File: src/rtl/div_sched_pkg.sv
// rtl/div_sched_pkg.sv - shared state encoding and default latency for the divider scheduler
package div_sched_pkg;

    typedef enum logic [1:0] {
        IDLE = 2'd0,
        BUSY = 2'd1,
        DONE = 2'd2
    } div_state_t;

    localparam int DIV_LAT_DEFAULT = 34;

endpackage

File: src/rtl/div_sched_oldest_pick.sv
// rtl/div_sched_oldest_pick.sv - combinational oldest-set-bit picker relative to a circular head index
module oldest_pick #(
    parameter int NCOMMIT  = 32,
    parameter int LNCOMMIT = 5
) (
    input  logic [NCOMMIT-1:0]  vector,
    input  logic [LNCOMMIT-1:0] head,
    output logic                valid,
    output logic [LNCOMMIT-1:0] index
);

    logic [LNCOMMIT-1:0] k;

    // Scanning downward leaves k at the smallest distance from head; the
    // LNCOMMIT-bit index sum wraps, which is the rotate.
    always_comb begin
        k = '0;
        for (int i = NCOMMIT - 1; i >= 0; i--) begin
            if (vector[LNCOMMIT'(i) + head]) begin
                k = LNCOMMIT'(i);
            end
        end
    end

    assign valid = |vector;
    assign index = head + k;

endmodule

File: src/rtl/div_sched.sv
// rtl/div_sched.sv - issue/latency/kill scheduler for the shared divider; optional DIV_EARLY_OUT_EN
module div_sched
    import div_sched_pkg::*;
#(
    parameter int NCOMMIT  = 32,
    parameter int LNCOMMIT = 5,
    parameter int DIV_LAT  = DIV_LAT_DEFAULT,
    parameter int LDIV     = $clog2(DIV_LAT)
) (
    input  logic                clk,
    input  logic                reset,
    input  logic [NCOMMIT-1:0]  div_ready,
    input  logic [LNCOMMIT-1:0] commit_head,
    input  logic [NCOMMIT-1:0]  commit_kill,
    input  logic                wb_ack,
`ifdef DIV_EARLY_OUT_EN
    input  logic                div_early,
`endif
    output logic                div_enable,
    output logic [LNCOMMIT-1:0] div_addr,
    output logic                div_busy,
    output logic                div_abort,
    output logic                div_done,
    output logic [LNCOMMIT-1:0] div_done_addr
);

    localparam logic [LDIV-1:0] LAT_M1 = LDIV'(DIV_LAT - 1);

    div_state_t          state;
    logic [LDIV-1:0]     cnt;
    logic [NCOMMIT-1:0]  eff;
    logic                pick_valid;
    logic [LNCOMMIT-1:0] winner;
    logic                kill_hit;
    logic                issue;
    logic                finish;

    assign eff = div_ready & ~commit_kill;

    oldest_pick #(
        .NCOMMIT  (NCOMMIT),
        .LNCOMMIT (LNCOMMIT)
    ) u_pick (
        .vector (eff),
        .head   (commit_head),
        .valid  (pick_valid),
        .index  (winner)
    );

    assign kill_hit = (state != IDLE) && commit_kill[div_addr];

    // Issue is gated by reset so nothing strobes while held in reset; a kill
    // in DONE suppresses the back-to-back issue.
    assign issue = reset && pick_valid &&
                   ((state == IDLE) || ((state == DONE) && wb_ack && !kill_hit));

`ifdef DIV_EARLY_OUT_EN
    assign finish = (cnt == LDIV'(1)) || div_early;
`else
    assign finish = (cnt == LDIV'(1));
`endif

    always_ff @(posedge clk or negedge reset) begin
        if (!reset) begin
            state    <= IDLE;
            cnt      <= '0;
            div_addr <= '0;
        end else begin
            case (state)
                IDLE: begin
                    if (issue) begin
                        state    <= BUSY;
                        cnt      <= LAT_M1;
                        div_addr <= winner;
                    end
                end
                BUSY: begin
                    if (kill_hit) begin
                        state <= IDLE;
                        cnt   <= '0;
                    end else if (finish) begin
                        state <= DONE;
                        cnt   <= '0;
                    end else begin
                        cnt <= cnt - LDIV'(1);
                    end
                end
                DONE: begin
                    if (kill_hit) begin
                        state <= IDLE;
                    end else if (issue) begin
                        state    <= BUSY;
                        cnt      <= LAT_M1;
                        div_addr <= winner;
                    end else if (wb_ack) begin
                        state <= IDLE;
                    end
                end
                default: begin
                    state <= IDLE;
                    cnt   <= '0;
                end
            endcase
        end
    end

    assign div_enable    = issue;
    assign div_busy      = (state != IDLE);
    assign div_abort     = kill_hit;
    assign div_done      = (state == DONE);
    assign div_done_addr = (state == DONE) ? div_addr : '0;

endmodule

File: config.mk
export PLATFORM = sky130hd
export DESIGN_NAME = div_sched
export DESIGN_NICKNAME = d
export VERILOG_FILES = /design/src/rtl/div_sched_pkg.sv /design/src/rtl/div_sched_oldest_pick.sv /design/src/rtl/div_sched.sv
export SDC_FILE = /design/constraint.sdc
export NUM_CORES = 1
export LEC_CHECK = 0
export CAP_MARGIN = 20
export CORE_ASPECT_RATIO = 0.5
export CORE_MARGIN = 1
export CORE_UTILIZATION = 50
export CTS_BUF_LIST = sky130_fd_sc_hd__clkbuf_16
export DETAILED_ROUTE_END_ITERATION = 8
export DONT_BUFFER_PORTS = 1
export PLACE_DENSITY_LB_ADDON = 0.2
export SETUP_SLACK_MARGIN = 0.15
export SKIP_LAST_GASP = 1
export SLEW_MARGIN = 20
export SYNTH_ARGS = -nofsm -noshare
export SYNTH_HDL_FRONTEND = slang
export SYNTH_SLANG_ARGS = --single-unit
File: constraint.sdc
create_clock -name clk -period 2.9 [get_ports clk]
set_clock_uncertainty 0.1 [all_clocks]
set_input_delay 0 -clock clk [delete_from_list [all_inputs] [get_ports clk]]
set_output_delay 0 -clock clk [all_outputs]
set_load 0.01 [all_outputs]
======== Word-level counts from Yosys, hierarchy flattened ========
Cells that the tools add are included.
cells by class
  add/sub/neg operators ................... 33
  magnitude comparators ................... 33
  equal/unequal tests ..................... 7
  multiplexer cells ....................... 114
  bitwise logic cells ..................... 2
  reduce and logical (&&, ||, !) cells .... 13
operators by type and width
  kind                                                                           count
  5-bit by 6-bit less-than comparator with 1-bit output (second input constant)  33
  5-bit two-way mux                                                              35
  1-bit binary-select mux with 5-bit select                                      33
  5-bit adder (first input constant)                                             16
  4-bit by 5-bit adder with 5-bit output (first input constant)                  8
  1-bit two-way mux                                                              33
  32-bit AND                                                                     1
  32-bit NOT                                                                     1
  32-bit OR reduction                                                            1
  6-bit two-way mux                                                              4
  3-bit by 5-bit adder with 5-bit output (first input constant)                  4
  6-bit case mux with 3 select lines                                             1
  2-bit two-way mux                                                              6
  2-bit by 5-bit adder with 5-bit output (first input constant)                  2
  5-bit case mux with 2 select lines                                             1
  6-bit by 1-bit equality test with 1-bit output (second input constant)         1
  2-bit case mux with 3 select lines                                             1
  6-bit by 1-bit subtractor with 6-bit output (second input constant)            1
  1-bit by 5-bit adder with 5-bit output (first input constant)                  1
  5-bit adder                                                                    1
  1-bit logical AND                                                              5
  2-bit != test (second input constant)                                          2
  4-bit by 3-bit != test with 1-bit output (second input constant)               1
  2-bit nonzero test                                                             2
  8 further kinds                                                                8
word-level totals
  flip-flop bits (word level) ............. 13
  word-level logic and storage cells ...... 205

======== Longest topological paths before layout ========
Gate-level depths: netlist of run 1.
  depth in word-level cells ............... 40
  gate-level depth with buffers ........... 21
  depth with buffers taken out ............ 17

======== Hierarchy ========
Synthesis of run 1 repeated with hierarchy kept, for this count alone.
unflattened totals
  cell total of the unflattened synthesis .. 442
  area, all modules ....................... 4,515.6 µm²
modules (own cells, without submodules)
  module       instances  cells an instance  area an instance (µm²)  sequential area each (µm²)
  oldest_pick  1          309                3,238.1                 0.0
  div_sched    1          133                1,277.5                 325.3

======== Worst setup path after synthesis of run 1 ========
OpenSTA, ideal clock, no wires.
  kind .................................... input to register
  from .................................... input port commit_head[0]
  to ...................................... register div_addr[4]
  library setup time ...................... 0.069 ns
  data arrival time ....................... 5.016 ns
  required time ........................... 2.731 ns
  setup slack ............................. -2.285 ns
  cell stages on the path ................. 20
  cell sequence ........................... buf_4 inv_2 buf_2 buf_2 ha_1 buf_6 inv_1 mux4_1 mux2_2 mux4_2 or2_2 nor2b_1 o311ai_0 a31oi_1 fa_1 a21o_1 a21oi_1 xnor2_1 or4b_1 nand3_1
on the way
  word-level cells in the longest chain between the ends .. 39
RTL lines
  element                                    line                              text
  from (decl)                                div_sched.sv:13                   input logic [LNCOMMIT-1:0] commit_head,
  5-bit adder                                div_sched_oldest_pick.sv:19       if (vector[LNCOMMIT'(i) + head]) begin
  1-bit binary-select mux with 5-bit select  div_sched_oldest_pick.sv:19
  1-bit two-way mux (implied by the code)    div_sched_oldest_pick.sv:19
  5-bit two-way mux (32 in series)           div_sched_oldest_pick.sv:19
  5-bit adder (*)                            div_sched_oldest_pick.sv:26       assign index = head + k;
  5-bit two-way mux (*)                      div_sched.sv:71, div_sched.sv:91
  5-bit two-way mux                          div_sched.sv:89                   if (kill_hit) begin
  5-bit case mux with 2 select lines (*)     div_sched.sv:69                   case (state)
  to (signal assigned)                       div_sched.sv:74                   div_addr <= winner;
  to (signal assigned)                       div_sched.sv:94                   div_addr <= winner;
  to (decl)                                  div_sched.sv:20                   output logic [LNCOMMIT-1:0] div_addr,
Every way passes the cells marked *; elsewhere a longest branch is shown, timed or not. The select of a mux whose other input is x is not followed.
A chain may end at the register's enable or synchronous reset.

======== Worst setup path in the final report of run 1 ========
Ends and elaborated chain as after synthesis.

==> results of run 1 <==
-- state kept, by name (all words and copies together), names as in the netlist --
signal    count
div_addr      5
cnt           6
state         2
-- worst paths after layout --
| check | start | end | slack, ns | depth (start not counted) |
|---|---|---|---|---|
| worst max-delay path | commit_head[0] | div_addr[4]$_DFFE_PN0P_ | -0.93 | 18 |
| min in group asynchronous | reset | div_addr[3]$_DFFE_PN0P_ | 0.11 | 1 |
| worst min register to register | cnt[4]$_DFFE_PN0P_ | cnt[4]$_DFFE_PN0P_ | 0.43 | 1 |
| worst min-delay path | commit_head[1] | div_addr[1]$_DFFE_PN0P_ | 0.04 | 2 |
| max in group asynchronous | reset | div_addr[0]$_DFFE_PN0P_ | 2.15 | 1 |
| worst max register to register | div_addr[0]$_DFFE_PN0P_ | div_addr[4]$_DFFE_PN0P_ | -0.19 | 9 |
-- through the flow --
step | util, % | std cells | setup TNS (ns) | power [uW]
6_report | 71.8 | 724 | -3.34 | 3690
5_1_grt | 71.8 | 724 | -4.17 | 3870
4_1_cts | 70.3 | 719 | -2.57 | 3440
3_5_place_dp | 64.8 | 690 | -4.86 | 2810
3_3_place_gp | 64.8 | 690 | -4.60 | 2720
2_1_floorplan | - | 439 | -5.60 | 1930
-- final cells by class --
cell class / count / area share [%]
Clock inverter: 1 / 0.0728
Clock buffer: 3 / 1.09
Sequential cell: 13 / 4.75
Tap cell: 135 / 2.46
Inverter: 11 / 1.11
Multi-Input combinational cell: 391 / 69.2
Timing Repair Buffer: 170 / 21.3
-- power groups by stage --
stage / Clock [uW] / Sequential, uW / Combinational (uW)
finish: 262 / 443 / 2980
global route: 274 / 452 / 3140
CTS: 263 / 434 / 2750
detailed placement: 0 / 416 / 2390
global placement: 0 / 407 / 2320
floorplan: 0 / 349 / 1580
-- layer usage --
metal	vias up	GRT usage [%]
met5	-	0
met3	33	7.35
li1	2110	-
met2	241	61.0
met4	0	7.45
met1	2506	48.0
-- layout by cell type, fill, tap and decap left out, types with 12 or more instances in the layout --
cell type and count:
buf_4 145, mux4_2 93, nor2b_1 36, mux2i_1 35
xnor2_1 22, nand2_1 16, ha_1 15, mux2_4 14
a21oi_1 12, dfrtp_1 12
-- cells by family (layout without fill, tap and decap cells) --
kind of cell	Yosys count	in the layout	synth area share (%)
mux	159	159	56.5
flops	13	13	6.51
xor+xnor	27	27	4.73
fa+ha+maj	19	19	4.91
compound gates	62	62	8.09
buf+inv	35	185	3.36
simple gates	124	124	15.9
-- timing repair --
action                                 in CTS  in global routing
hold buffers                                4                  0
buffers inserted                           19                  5
pin swaps                                  25                 11
setup endpoints to repair                  14                 14
endpoints found under the hold margin      16                  0
resized for setup                          60                 19
cloned                                      2                  0
-- critical path, delay by kind of cell --
kind / cells / cell delay, ns
muxes: 3 / 1.29
adders and majority gates: 3 / 0.82
AOI/OAI and AO/OA: 5 / 0.73
and+or+nand+nor: 3 / 0.66
buffers and inverters: 3 / 0.29
xor gates and xnor gates: 1 / 0.09
==> results.toml, run 1 <==
[synth]
syn_area_sq_mm = 0.00499
synth_warnings = 0
ys_ff_latch = 13
ys_seq_area_share_pct = 6.51
synth.most_common_cell = "mux4_2"
yosys-top-cells-area = "mux4_2 41%, mux2i_1 7.2%, dfrtp_1 6.5%"
synth_ff_type = "dfrtp_1"
synth_edf_count = 0
synth_top_cell_by_area = "mux4_2"
avgSynthCellArea_sq_um = 11.4
syn-instance-count = 439
syn_nets = 530
async_flop_share_pct = 100
ys_types = 62
synth_top_area_share_pct = 40.6
synth_common_cells = "90 x mux4_2, 39 x nor2b_1, 36 x mux2i_1"

[placed_design]
dpl_cell_area_sq_mm = 0.00620
gp_congestion = 0.919
port_buffers = 0
pre_cts_slack_ns = -1.30
hpwl_mm = 14.5

[pwr]
p_leak_uw = 0.00282
clock_power_share_pct = 7.1
p_comb_share_pct = 80.9
swShare_pct = 43.0
vdd_ir_drop_max_v = 0.000308
p_sw_uw = 1590
p_per_area_mw_per_mm2 = 537
power.share.sequential_pct = 12.0
p_int_uw = 2100

[route]
wl_met2_mm = 8.61
antenna_left = 0
finalWirelength_mm = 18.5
drc = 0
wl_per_cell_um = 25.5
drtIter0Drc = 359
vias_per_cell = 6.75
drt_pass1_iterations = 5
highest_layer = "met4"
met3WireLength_mm = 1.77
wl_met1_mm = 7.75
vias = 4890

[layout]
num_antenna_cells = 0
seqCellArea_sq_um = 327
design_area_sq_mm = 0.00687
syn_to_final_growth_pct = 37.6
drive_gt1_share_pct = 57.6
final_nets = 681
fill_cells = 691
multiInputGateArea_sq_mm = 0.00476

[clock_tree]
clkSlewWorstSetupHoldPaths_ns = 0.05
cts_buffer_depth = 2
insertion_delay_ns = 0.25
numCtsBuffers = 3
cts-root-buf = "clkbuf_16"
cts_tree = "done"
clock_sinks = 13
htreeDepth = 1

[setup_path]
path_cells = "inv_16, ha_4, clkinvlp_4, mux4_2, mux2_4, mux4_2, buf_6, nand2_1, o21ai_2, o41ai_2, a31oi_1, ha_2, fa_2, a21o_1, a21oi_2, xnor2_1, or4b_1, nand3_1"
slowest_delay_ns = 0.51
cpMostUsedCell = "mux4_2"
required_ns = 2.98
worstSetupStartpointType = "primary input"
cp-end-kind = "register"
worst-setup-path-type = "in2reg"
cp.arrival_ns = 3.91
crit_path_top_delay_cell = "mux4_2"
critical_path.max_fanout = 37

[timing]
setup_viol = 12
slew_violations = 0
tightest_slew_ns = 0.623
setup_ws_ns = -0.930
holdWs_ns = 0.0427
period_minus_slack_ns = 3.83
final_hold_viol_count = 0
slew_headroom_pct = 58.3
timing.final.crit_share_pct = 132
fmax_mhz = 261
rsz0062_at_grt = "yes"

[die]
die_w_um = 143
start_util_pct = 52.2
core-area_sq_mm = 0.00957
die-area_sq_mm = 0.0104
dieHeight_um = 72.7
rows = 25
io_pins = 86

[global_routing]
grt.overflow.total = 0
grt_pass1_vias = 4939
grt_max_degree = 38
grt_pass1_wl_mm = 27.5
track_usage_pct = 35.9
antenna_found_initial = 0

[status]
violations = "negative setup slack"
status = "finished, violations left"

[worst_hold_path]
min_path_type = "in2reg"

[flow_run]
drv_cap = 0
Power figures use the tool's default switching activity.
==> run 2, diff against run 1 <==
--- a/config.mk
+++ b/config.mk
@@ -7,12 +7,12 @@
 export LEC_CHECK = 0
 export CAP_MARGIN = 20
 export CORE_ASPECT_RATIO = 0.5
-export CORE_MARGIN = 1
+export CORE_MARGIN = 2
 export CORE_UTILIZATION = 50
 export CTS_BUF_LIST = sky130_fd_sc_hd__clkbuf_16
 export DETAILED_ROUTE_END_ITERATION = 8
 export DONT_BUFFER_PORTS = 1
-export PLACE_DENSITY_LB_ADDON = 0.2
+export PLACE_DENSITY = 0.68
 export SETUP_SLACK_MARGIN = 0.15
 export SKIP_LAST_GASP = 1
 export SLEW_MARGIN = 20
==> run 2 against run 1 <==
  * The run still ends with negative setup slack left
  * Fmax down 1.4%
  * Combinational power is 6% lower
  * Clock power barely moved
  * Setup slack got worse by 0.054 ns
  * Core utilization is 1.6 points lower
  * Critical path type unchanged
  * Highest routed layer unchanged
==> results.toml, run 2 (synthesis results as in run 1) <==
[layout]
final_cell_mix = "143 x buf_4, 91 x mux4_2, 36 x nor2b_1"
largest_reg_flops = 6
num_antenna_cells = 0
top_register = "cnt"
drive_gt1_share_pct = 55.7
syn_to_final_growth_pct = 34.5
final_nets = 672
largestRegisters = "cnt x6, div_addr x5, state x2"
final_common_cell = "buf_4"

[clock_tree]
clock_sinks = 13
clkSlewWorstSetupHoldPaths_ns = 0.05
cts_tree = "done"
cts_buffer_depth = 2
htreeDepth = 1
numCtsBuffers = 3
cts-root-buf = "clkbuf_16"
insertion_delay_ns = 0.24

[setup_path]
rrSetupSlack_ns = -0.05
cp-end-kind = "register"
critical_path.max_fanout = 37
required_ns = 2.97
cp.arrival_ns = 3.96
worst-setup-path-type = "in2reg"
worstSetupStartpointType = "primary input"

[route]
vias = 4910
drtIter0Drc = 565
drt_pass1_iterations = 5
wl_per_cell_um = 24.6
vias_per_cell = 6.87
antenna_left = 0
drc = 0
finalWirelength_mm = 17.6

[die]
dieHeight_um = 74.7
start_util_pct = 52.2
die_w_um = 145
rows = 25
core-area_sq_mm = 0.00957
die-area_sq_mm = 0.0109
io_pins = 86

[global_routing]
grt_pass1_wl_mm = 27.2
track_usage_pct = 32.5
antenna_found_initial = 0
grt_max_degree = 38
grt_pass1_vias = 4859
grt.overflow.total = 0

[placed_design]
hpwl_mm = 13.7
pre_cts_slack_ns = -1.34
port_buffers = 0
gp_congestion = 0.952

[timing]
tightest_slew_ns = 0.593
fmax_mhz = 257
rsz0062_at_grt = "yes"
period_minus_slack_ns = 3.88
timing.final.crit_share_pct = 134
slew_headroom_pct = 60.3
slew_violations = 0
setup_viol = 5
setup_ws_ns = -0.984
final_hold_viol_count = 0

[flow_run]
drv_cap = 0

[worst_hold_path]
min_path_type = "in2reg"

[status]
status = "finished, violations left"
violations = "negative setup slack"

[pwr]
p_per_area_mw_per_mm2 = 519
vdd_ir_drop_max_v = 0.000386
p_leak_uw = 0.00275
total_power_uw = 3490
[run 2: layer usage]
metal	global-route usage, %	wire (um)	up-vias
met3	5.82	1860	46
met2	55.6	8120	328
met5	0	0	-
li1	-	-	2096
met1	45.1	7330	2440
met4	5.99	308	0
[run 2: layout make-up]
| type | count | area [sq um] |
|---|---|---|
| inverters | 11 | 60.1 |
| fillers | 689 | 2850 |
| well taps | 135 | 169 |
| clock inverters | 1 | 3.75 |
| flip-flops and latches | 13 | 327 |
| clock buffers | 3 | 75.1 |
| multi-input cells | 391 | 4720 |
| repair buffers | 161 | 1370 |
[run 2: worst paths after layout]
check | depth (start not counted) | start | endpoint
max | 18 | commit_head[0] | div_addr[4]$_DFFE_PN0P_
min | 2 | commit_head[1] | div_addr[1]$_DFFE_PN0P_
max reg2reg | 8 | div_addr[0]$_DFFE_PN0P_ | div_addr[0]$_DFFE_PN0P_
min reg2reg | 1 | cnt[4]$_DFFE_PN0P_ | cnt[4]$_DFFE_PN0P_
max in group asynchronous | 1 | reset | div_addr[0]$_DFFE_PN0P_
min in group asynchronous | 1 | reset | cnt[1]$_DFFE_PN0P_
[run 2: stage by stage]
stage	TNS (ns)	utilization [%]	std cells	hold WS [ns]	cell area, sq um
floorplan	-5.60	-	439	-0.396	5090
global placement	-4.20	64.6	691	-0.395	6180
detailed placement	-4.49	64.6	691	-0.395	6180
CTS	-2.51	69.1	711	-0.0503	6610
global route	-3.74	70.2	715	0.0126	6720
finish	-3.06	70.2	715	0.0106	6720
[run 2: worst max-delay path: stages]
cell and delay (ns):
inv_12 0.03, ha_4 0.27, clkinvlp_4 0.14, mux4_2 0.48
buf_6 0.14, mux2_4 0.28, mux4_2 0.57, o21bai_1 0.22
a21oi_2 0.09, o41ai_2 0.05, a31oi_1 0.13, ha_2 0.20
fa_2 0.35, a21o_1 0.18, a21oi_2 0.13, xnor2_1 0.09
or4b_1 0.48, nand3_1 0.10
[run 2: timing repair]
item                       CTS  global route
setup buffers               11             3
hold buffers                 2             1
hold endpoints to repair    15             1
setup endpoints to repair   14            14
resized for setup           39            19
gates cloned                 3             0
pin swaps                   25            22
[run 2: report_power, final]
part	internal, uW	total, uW	switching (uW)
sequential	264	439	175
clock	182	260	77.7
combinational	1570	2790	1220
